**src/rtl/xnor_parity_acc_if.sv**
```systemverilog
// Word-stream in / frame-parity out handshake bundle
// for xnor_parity_acc.
interface xnor_parity_acc_if #(
  parameter int WIDTH     = 3,
  parameter int MAX_WORDS = 4
);
  localparam int CW = $clog2(MAX_WORDS + 1);

  logic          in_valid;
  logic          in_ready;
  logic [WIDTH-1:0] in_data;
  logic          in_last;
  logic          mode;
  logic          out_valid;
  logic          out_ready;
  logic          out_parity;
  logic [CW-1:0] out_count;

  modport master (
    output in_valid,
    output in_data,
    output in_last,
    output mode,
    output out_ready,
    input  in_ready,
    input  out_valid,
    input  out_parity,
    input  out_count
  );

  modport slave (
    input  in_valid,
    input  in_data,
    input  in_last,
    input  mode,
    input  out_ready,
    output in_ready,
    output out_valid,
    output out_parity,
    output out_count
  );
endinterface

```
**src/rtl/xnor_parity_acc.sv**
```systemverilog
// Per-frame XNOR/XOR parity reducer with valid/ready
// on both sides; result held until consumed.
module xnor_parity_acc #(
  parameter int WIDTH     = 3,
  parameter int MAX_WORDS = 4
) (
  input  logic              clk,
  input  logic              rst_n,
  xnor_parity_acc_if.slave  bus
);
  localparam int CW = $clog2(MAX_WORDS + 1);

  typedef enum logic {
    ACC  = 1'b0,
    HOLD = 1'b1
  } state_e;

  state_e        state_q, state_d;
  logic          acc_q, acc_d;
  logic [CW-1:0] cnt_q, cnt_d;
  logic          mode_l_q, mode_l_d;
  logic          first_q, first_d;
  logic          parity_q, parity_d;
  logic [CW-1:0] count_q, count_d;
  logic          in_ready_q, in_ready_d;
  logic          out_valid_q, out_valid_d;

  logic          accept;
  logic          close;
  logic          mode_eff;
  logic          acc_nxt;
  logic [CW-1:0] cnt_nxt;

  assign bus.in_ready   = in_ready_q;
  assign bus.out_valid  = out_valid_q;
  assign bus.out_parity = parity_q;
  assign bus.out_count  = count_q;

  // Next-state: accumulate in ACC, present and wait in HOLD
  always_comb begin
    state_d     = state_q;
    acc_d       = acc_q;
    cnt_d       = cnt_q;
    mode_l_d    = mode_l_q;
    first_d     = first_q;
    parity_d    = parity_q;
    count_d     = count_q;
    in_ready_d  = in_ready_q;
    out_valid_d = out_valid_q;

    accept   = bus.in_valid & in_ready_q;
    acc_nxt  = acc_q ^ (^bus.in_data);
    cnt_nxt  = cnt_q + CW'(1);
    mode_eff = first_q ? bus.mode : mode_l_q;
    close    = accept &
               (bus.in_last |
                (cnt_q == CW'(MAX_WORDS - 1)));

    unique case (state_q)
      ACC: begin
        if (accept) begin
          acc_d = acc_nxt;
          cnt_d = cnt_nxt;
          if (first_q) begin
            mode_l_d = bus.mode;
            first_d  = 1'b0;
          end
        end
        if (close) begin
          parity_d    = acc_nxt ^ mode_eff;
          count_d     = cnt_nxt;
          state_d     = HOLD;
          in_ready_d  = 1'b0;
          out_valid_d = 1'b1;
        end
      end
      HOLD: begin
        if (bus.out_ready) begin
          state_d     = ACC;
          acc_d       = 1'b0;
          cnt_d       = '0;
          first_d     = 1'b1;
          in_ready_d  = 1'b1;
          out_valid_d = 1'b0;
        end
      end
      default: begin
        state_d = ACC;
      end
    endcase
  end

  // State and registered outputs
  always_ff @(posedge clk or negedge rst_n) begin
    if (!rst_n) begin
      state_q     <= ACC;
      acc_q       <= 1'b0;
      cnt_q       <= '0;
      mode_l_q    <= 1'b0;
      first_q     <= 1'b1;
      parity_q    <= 1'b0;
      count_q     <= '0;
      in_ready_q  <= 1'b1;
      out_valid_q <= 1'b0;
    end else begin
      state_q     <= state_d;
      acc_q       <= acc_d;
      cnt_q       <= cnt_d;
      mode_l_q    <= mode_l_d;
      first_q     <= first_d;
      parity_q    <= parity_d;
      count_q     <= count_d;
      in_ready_q  <= in_ready_d;
      out_valid_q <= out_valid_d;
    end
  end
endmodule

```
**src/flat_wrapper.sv**
```systemverilog
// flat-port wrapper written by rule: the top's interface ports become plain ports
module xnor_parity_acc_flat 
#(
  parameter int WIDTH     = 3,
  parameter int MAX_WORDS = 4
)
  (clk, rst_n, bus_in_valid, bus_in_data, bus_in_last, bus_mode, bus_out_ready, bus_in_ready, bus_out_valid, bus_out_parity, bus_out_count);
  xnor_parity_acc_if #(.WIDTH(WIDTH), .MAX_WORDS(MAX_WORDS)) bus_i ();
  input  logic clk;
  input  logic rst_n;
  input wire logic [$bits(bus_i.in_valid)-1:0] bus_in_valid;
  input wire logic [$bits(bus_i.in_data)-1:0] bus_in_data;
  input wire logic [$bits(bus_i.in_last)-1:0] bus_in_last;
  input wire logic [$bits(bus_i.mode)-1:0] bus_mode;
  input wire logic [$bits(bus_i.out_ready)-1:0] bus_out_ready;
  output wire logic [$bits(bus_i.in_ready)-1:0] bus_in_ready;
  output wire logic [$bits(bus_i.out_valid)-1:0] bus_out_valid;
  output wire logic [$bits(bus_i.out_parity)-1:0] bus_out_parity;
  output wire logic [$bits(bus_i.out_count)-1:0] bus_out_count;
  assign bus_i.in_valid = bus_in_valid;
  assign bus_i.in_data = bus_in_data;
  assign bus_i.in_last = bus_in_last;
  assign bus_i.mode = bus_mode;
  assign bus_i.out_ready = bus_out_ready;
  assign bus_in_ready = bus_i.in_ready;
  assign bus_out_valid = bus_i.out_valid;
  assign bus_out_parity = bus_i.out_parity;
  assign bus_out_count = bus_i.out_count;
  xnor_parity_acc #(.WIDTH(WIDTH), .MAX_WORDS(MAX_WORDS)) u_core (.clk(clk), .rst_n(rst_n), .bus(bus_i));
endmodule
```
**config.mk**
```make
export PLATFORM = sky130hd
export DESIGN_NAME = xnor_parity_acc_flat
export DESIGN_NICKNAME = d
export VERILOG_FILES = /design/src/rtl/xnor_parity_acc_if.sv /design/src/rtl/xnor_parity_acc.sv /design/src/flat_wrapper.sv
export SDC_FILE = /design/constraint.sdc
export NUM_CORES = 1
export LEC_CHECK = 0
export ABC_AREA = 1
export CORE_UTILIZATION = 40
export DETAILED_ROUTE_END_ITERATION = 6
export HOLD_SLACK_MARGIN = 0.12
export PLACE_DENSITY = 0.75
export SLEW_MARGIN = 20
export SYNTH_ARGS = -nofsm -noshare
export SYNTH_HDL_FRONTEND = slang
export SYNTH_SLANG_ARGS = --single-unit
export TNS_END_PERCENT = 30
```
**constraint.sdc**
```tcl
create_clock -name clk -period 1.25 [get_ports clk]
set_input_delay 0.125 -clock clk [delete_from_list [all_inputs] [get_ports clk]]
set_output_delay 0.125 -clock clk [all_outputs]
set_load 0.05 [all_outputs]
```
After elaboration in Yosys (flattened, before gate mapping)
Index checks and enable logic that the tools add are counted.
{"block": "classes", "n_addsub": 1, "eq_ne": 4, "n_mux": 17, "bitwise": 6, "n_reduce_logical": 5}
{"cell": "1-bit case mux with 2 select lines", "n": 5}
{"cell": "1-bit two-way mux", "n": 9}
{"cell": "2-bit AND reduction", "n": 4}
{"cell": "3-bit two-way mux", "n": 2}
{"cell": "3-bit case mux with 2 select lines", "n": 1}
{"cell": "2-bit by 1-bit inequality test with 1-bit output (second input constant)", "n": 2}
{"cell": "3-bit by 1-bit adder with 3-bit output (second input constant)", "n": 1}
{"cell": "3-bit by 2-bit equality test with 1-bit output (second input constant)", "n": 1}
{"cell": "3-bit XOR reduction", "n": 1}
{"cell": "1-bit AND", "n": 2}
{"cell": "2-bit inequality test (second input constant)", "n": 1}
{"cell": "1-bit XOR", "n": 2}
{"cell": "1-bit NOT", "n": 1}
{"cell": "1-bit OR", "n": 1}
{"block": "totals", "regBits": 13, "in_bits": 9, "out_inout_bits": 6, "wordCells": 42}

Logic depth before layout (Yosys ltp)
{"block": "depth", "word_depth": 5, "mapped_depth": 8, "ltp_nobuf": 8}

Worst setup path before layout
OpenSTA, ideal clock, no wires.
{"block": "synth_path", "path_kind": "register to register", "from": "register u_core.cnt_q[0]", "to": "register u_core.state_q", "setup_time_ps": 125, "t_arrival_ps": 1173, "t_required_ps": 1125, "setup_slack_ps": -47, "stages_incl_launch_ff": 7, "path_buffers": 0, "period_less_slack_ps": 1297, "path_cell_list": "dfrtp_1 ha_1 ha_1 nor2_1 nor2_4 inv_4 o21ai_1"}
{"block": "synth_via", "elab_chain_len": 5}
{"item": "from (decl)", "line_no": "xnor_parity_acc.sv:20", "source": "logic [CW-1:0] cnt_q, cnt_d;"}
{"item": "from (signal assigned)", "line_no": "xnor_parity_acc.sv:108", "source": "cnt_q <= cnt_d;"}
{"item": "3-bit by 2-bit equality test with 1-bit output", "line_no": "xnor_parity_acc.sv:57", "source": "(cnt_q == CW'(MAX_WORDS - 1)));"}
{"item": "1-bit OR", "line_no": "xnor_parity_acc.sv:56", "source": "(bus.in_last |"}
{"item": "1-bit AND", "line_no": "xnor_parity_acc.sv:55", "source": "close = accept &"}
{"item": "1-bit two-way mux", "line_no": "xnor_parity_acc.sv:69", "source": "if (close) begin"}
{"item": "1-bit case mux with 2 select lines", "line_no": "xnor_parity_acc.sv:59", "source": "unique case (state_q)"}
{"item": "net u_core.state_d", "line_no": "xnor_parity_acc.sv:18", "source": "state_e state_q, state_d;"}
{"item": "to (signal assigned)", "line_no": "xnor_parity_acc.sv:106", "source": "state_q <= state_d;"}
{"item": "to (decl)", "line_no": "xnor_parity_acc.sv:18"}
The timed path passes the listed nets, and every way through them passes these cells.
A chain may end at the register's enable or synchronous reset.

Worst setup path in the final report
{"block": "layout_path", "from": "register u_core.cnt_q[0]", "to": "register u_core.in_ready_q (netlist: u_core.bus.in_ready)"}
{"block": "layout_via", "elab_chain_len": 5}
{"item": "3-bit by 2-bit equality test with 1-bit output", "line_no": "xnor_parity_acc.sv:57"}
{"item": "1-bit OR", "line_no": "xnor_parity_acc.sv:56"}
{"item": "1-bit AND", "line_no": "xnor_parity_acc.sv:55"}
{"item": "2-bit by 1-bit inequality test with 1-bit output (no line)"}
{"item": "2-bit AND reduction (no line)"}
{"item": "to (signal assigned)", "line_no": "xnor_parity_acc.sv:113", "source": "in_ready_q <= in_ready_d;"}
{"item": "to (decl)", "line_no": "xnor_parity_acc.sv:25", "source": "logic in_ready_q, in_ready_d;"}
No other way between the ends.

==> PnR_summary.wiki <==
{| class="wikitable"
! Metric !! Value
|-
| Port Buffers || 14
|-
| Worst Hold Slack || 0.134 ns
|-
| Proportion of register bits with asynchronous set or reset after synthesis || 1.00
|-
| Buffers from clock root to sink, at most || 2
|-
| Core area || approximately 1500 um2
|-
| Library cell with the highest instance count after synthesis || sky130_fd_sc_hd__nand2_1
|-
| Half-perimeter wire length after placement || 981 um
|-
| Ratio of cells with drive above 1 in the final layout || 0.422
|-
| Maximum frequency from static timing analysis || 0.765 GHz
|-
| Arrival time at the worst endpoint || ~1.5 ns
|-
| Number of rows in the core area || 14
|-
| Count of final setup violators || 7
|-
| Sequence of cells on the critical path || ha_2, ha_4, nor2_4, nor2_4, buf_4, inv_6, nand2_2, nand2_2
|-
| Worst reg-to-reg path cell count || 8
|-
| Post-synthesis share of cell area spent on full adders, half adders and majority gates || 0.0378
|-
| Cell count after synthesis || 74
|-
| Actual slew at the worst max-slew pin || about 0.22 ns
|-
| Number of nets in the synthesized netlist || between 80 and 90
|-
| Critical path capture point type || register
|-
| Area added between synthesis and finish || 54.4%
|-
| EDFF count, synth || 0
|-
| Multiplexer share of the synthesized area || 0
|-
| Leakage power || around 0.51 nW
|-
| Crit path launch || u_core.cnt_q[0]$_DFFE_PN0P_
|-
| Pin count of the biggest net entering global routing || 14
|-
| Hold Path Class || input port to asynchronous set/reset pin
|-
| Outcome || finished with violations
|-
| Compound-gate portion of the synthesized area || 0.119
|-
| Max-slew headroom || 0.854
|-
| Cell total after placement || 107
|-
| Die X || roughly 43 um
|-
| Nature of the critical path startpoint || register
|-
| Global-route wire length before repair || between 2000 and 3000 um
|-
| Hold_buf cts || 0
|-
| Clock latency at the later pin of the worst-skew pair || between 0.2 and 0.3 ns
|-
| Antenna viol nets, final || 0
|-
| Synth Area in Simple Gates || 0.251
|-
| Largest cells by area after synthesis || sky130_fd_sc_hd__dfrtp_1 (42%), sky130_fd_sc_hd__nand2_1 (10%), sky130_fd_sc_hd__dfstp_2 (7.9%)
|-
| Worst-path fanout max || 5
|-
| Chip height || roughly 43 um
|-
| I/O pin count || 15
|-
| CP max stage cell || sky130_fd_sc_hd__dfrtp_1
|-
| Commonest cells in the synthesized netlist || sky130_fd_sc_hd__nand2_1 (18), sky130_fd_sc_hd__inv_1 (12), sky130_fd_sc_hd__dfrtp_1 (11)
|-
| Inserted Diodes || 0
|-
| Post-route DRC violation count || 0
|-
| Maxcap violations || 0
|-
| Endpoint required time on the critical path || around 1.5 ns
|-
| Xor/xnor cell area share of the yosys netlist || 0.0132
|-
| Final critical delay including setup and external delays || around 1.3 ns
|-
| Register-to-register path setup slack || -0.06 ns
|-
| Dominant combinational cell family by area after synthesis || simple AND/OR/NAND/NOR gates
|-
| Via count of the first global-routing pass || between 600 and 700
|-
| Clock root buffer || sky130_fd_sc_hd__clkbuf_4
|-
| RD Place Congestion || around 0.74
|-
| Post-layout net count || approximately 110
|-
| Yosys top cell area share || 0.416
|-
| FF+latch count, synth || 13
|-
| Mapped cell area || approximately 660 um2
|-
| Total global routing track utilization || 0.205
|-
| Vias per inst || 4.88
|-
| Final worst-path setup slack || -0.0569 ns
|-
| Clk sink count || 13
|-
| Number of standard cells in the layout, taps in and fillers out || roughly 120
|-
| Number of hold violations in the final report || 0
|-
| Clock Pin Slew Worst Setup and Hold Paths || 0.08 ns
|-
| DRC marker count from the first detailed-route iteration || 7
|-
| Sequential cell area || around 330 um2
|-
| Worst clock skew on the final layout || 0.00337 ns
|-
| Sum of routed wire length over all layers || 1490 um
|-
| Largest area contributor in the netlist || sky130_fd_sc_hd__dfrtp_1
|-
| Final core utilization || 0.671
|-
| Die area || approximately 1800 um2
|-
| Crit Path Category || register to register
|-
| First-pass iteration count of the detailed router || 4
|-
| RSZ-0062 raised after global routing || yes
|-
| Fill cells || 119
|-
| Detailed-route wire length per cell || between 10 and 15 um
|-
| Final worst-path cycle share || 1.05
|-
| Number of antenna violations at the first check in global routing || 0
|-
| Violated checks || setup timing
|-
| Via count || about 580
|-
| Clock tree from TritonCTS || yes
|-
| Crit Reg-Reg Startpoint || u_core.cnt_q[0]$_DFFE_PN0P_
|-
| Library cells used by synthesis || 20
|-
| Synthesized area per cell || around 9 um2
|-
| Slowest stage delay, CP || about 0.40 ns
|-
| Deepest level of the CTS H-tree || 1
|-
| Number of warnings reported in the yosys synthesis log || 0
|-
| CTS buffer count || 3
|-
| Fraction of the yosys area taken by sequential cells || 0.495
|-
| Destination of the worst register-to-register timing path || u_core.bus.in_ready$_DFFE_PN1P_
|-
| Starting utilization of the core area || 0.434
|-
| Most common flop cell mapped by yosys || sky130_fd_sc_hd__dfrtp_1
|-
| Area taken by multi-input logic gates || about 310 um2
|-
| Power per Cell Area || approximately 2700 nW/um2
|-
| Max-slew violations || 0
|-
| Peak VDD IR || approximately 1.5 mV
|-
| Critical path destination || u_core.bus.in_ready$_DFFE_PN1P_
|-
| Grt ovf || 0
|}
==> cells by family (layout without fill, tap and decap cells) <==
group,after synthesis,in the layout
buffers and inverters,14,42
AND/OR/NAND/NOR,33,33
XOR/XNOR,1,1
AO/OA/AOI/OAI,11,11
flip-flops,13,13
adder cells (fa/ha/maj),2,2
==> placed cells by master (no fill, tap or decap), types with 2 or more instances in the layout <==
cell,instances
sky130_fd_sc_hd__nand2_1,16
sky130_fd_sc_hd__inv_1,12
sky130_fd_sc_hd__dfrtp_1,11
sky130_fd_sc_hd__nand2_2,8
sky130_fd_sc_hd__clkdlybuf4s50_1,8
sky130_fd_sc_hd__buf_4,8
sky130_fd_sc_hd__buf_12,6
sky130_fd_sc_hd__o21ai_2,4
sky130_fd_sc_hd__nand3_1,3
sky130_fd_sc_hd__o21ai_0,3
sky130_fd_sc_hd__clkbuf_4,3
sky130_fd_sc_hd__nor2_4,2
sky130_fd_sc_hd__nor2_1,2
sky130_fd_sc_hd__dfstp_2,2
==> state kept, by name, summed over array words and instances, names as in the netlist <==
register,flops
u_core.bus.out_parity,1
u_core.mode_l_q,1
u_core.bus.out_count,3
u_core.first_q,1
u_core.bus.in_ready,1
u_core.acc_q,1
u_core.cnt_q,3
u_core.bus.out_valid,1
u_core.state_q,1
==> per-stage QoR <==
stage	TNS [ns]	total power [mW]	setup slack, ns	instance area, um2
CTS	-0.227	2.68	-0.0410	1000
global route	-0.702	2.92	-0.112	1020
finish	-0.345	2.76	-0.0569	1020
floorplan	-0.127	1.62	-0.0294	664
global placement	0	2.22	0.00257	907
detailed placement	-0.352	2.26	-0.0740	907
==> routing by layer <==
| metal | vias to the layer above | part of all wire | GRT usage |
|---|---|---|---|
| li1 | 285 | - | - |
| met2 | 9 | 0.56 | 0.345 |
| met3 | 2 | 0.039 | 0.0894 |
| met4 | 0 | 0.0040 | 0.0688 |
| met5 | - | 0 | 0 |
| met1 | 280 | 0.40 | 0.228 |
==> area by class of cell <==
class / count / share of cell area
Sequential cell: 13 / 0.321
Multi-Input combinational cell: 47 / 0.304
Timing Repair Buffer: 23 / 0.266
Inverter: 14 / 0.0563
Clock buffer: 3 / 0.0220
Tap cell: 16 / 0.0196
Timing Repair inverter: 1 / 0.00734
Clock inverter: 1 / 0.00490
==> power breakdown <==
| part | internal (mW) | switching, mW |
|---|---|---|
| Combinational | 0.809 | 0.860 |
| Sequential | 0.637 | 0.185 |
| Clock | 0.119 | 0.146 |
==> how the worst min path moves through the flow <==
stage,start,end,slack [ns],depth (start not counted)
2_1_floorplan,rst_n,u_core.acc_q$_DFFE_PN0P_,-0.17,0
3_3_place_gp,rst_n,u_core.mode_l_q$_DFFE_PN0P_,0.45,2
3_5_place_dp,rst_n,u_core.mode_l_q$_DFFE_PN0P_,0.45,2
4_1_cts,rst_n,u_core.bus.out_count[0]$_DFFE_PN0P_,0.14,2
5_1_grt,rst_n,u_core.bus.out_count[0]$_DFFE_PN0P_,0.15,2
6_report,rst_n,u_core.bus.out_count[0]$_DFFE_PN0P_,0.13,2
==> worst max-delay path, delay by kind of cell (launching register included) <==
| kind | cells | cell delay [ns] |
|---|---|---|
| adders and majority gates | 2 | 0.37 |
| DFF | 1 | 0.40 |
| and+or+nand+nor | 4 | 0.25 |
| buffers and inverters | 2 | 0.22 |
==> timing repair <==
item / 4_1_cts / 5_1_grt
setup endpoints to repair: 7 / 8
gates cloned: 1 / 0
setup buffers: 4 / 2
pin swaps: 6 / 2
gates resized for setup: 7 / 2
endpoints found under the hold margin: 0 / 0
Power figures use the tool's default switching activity.
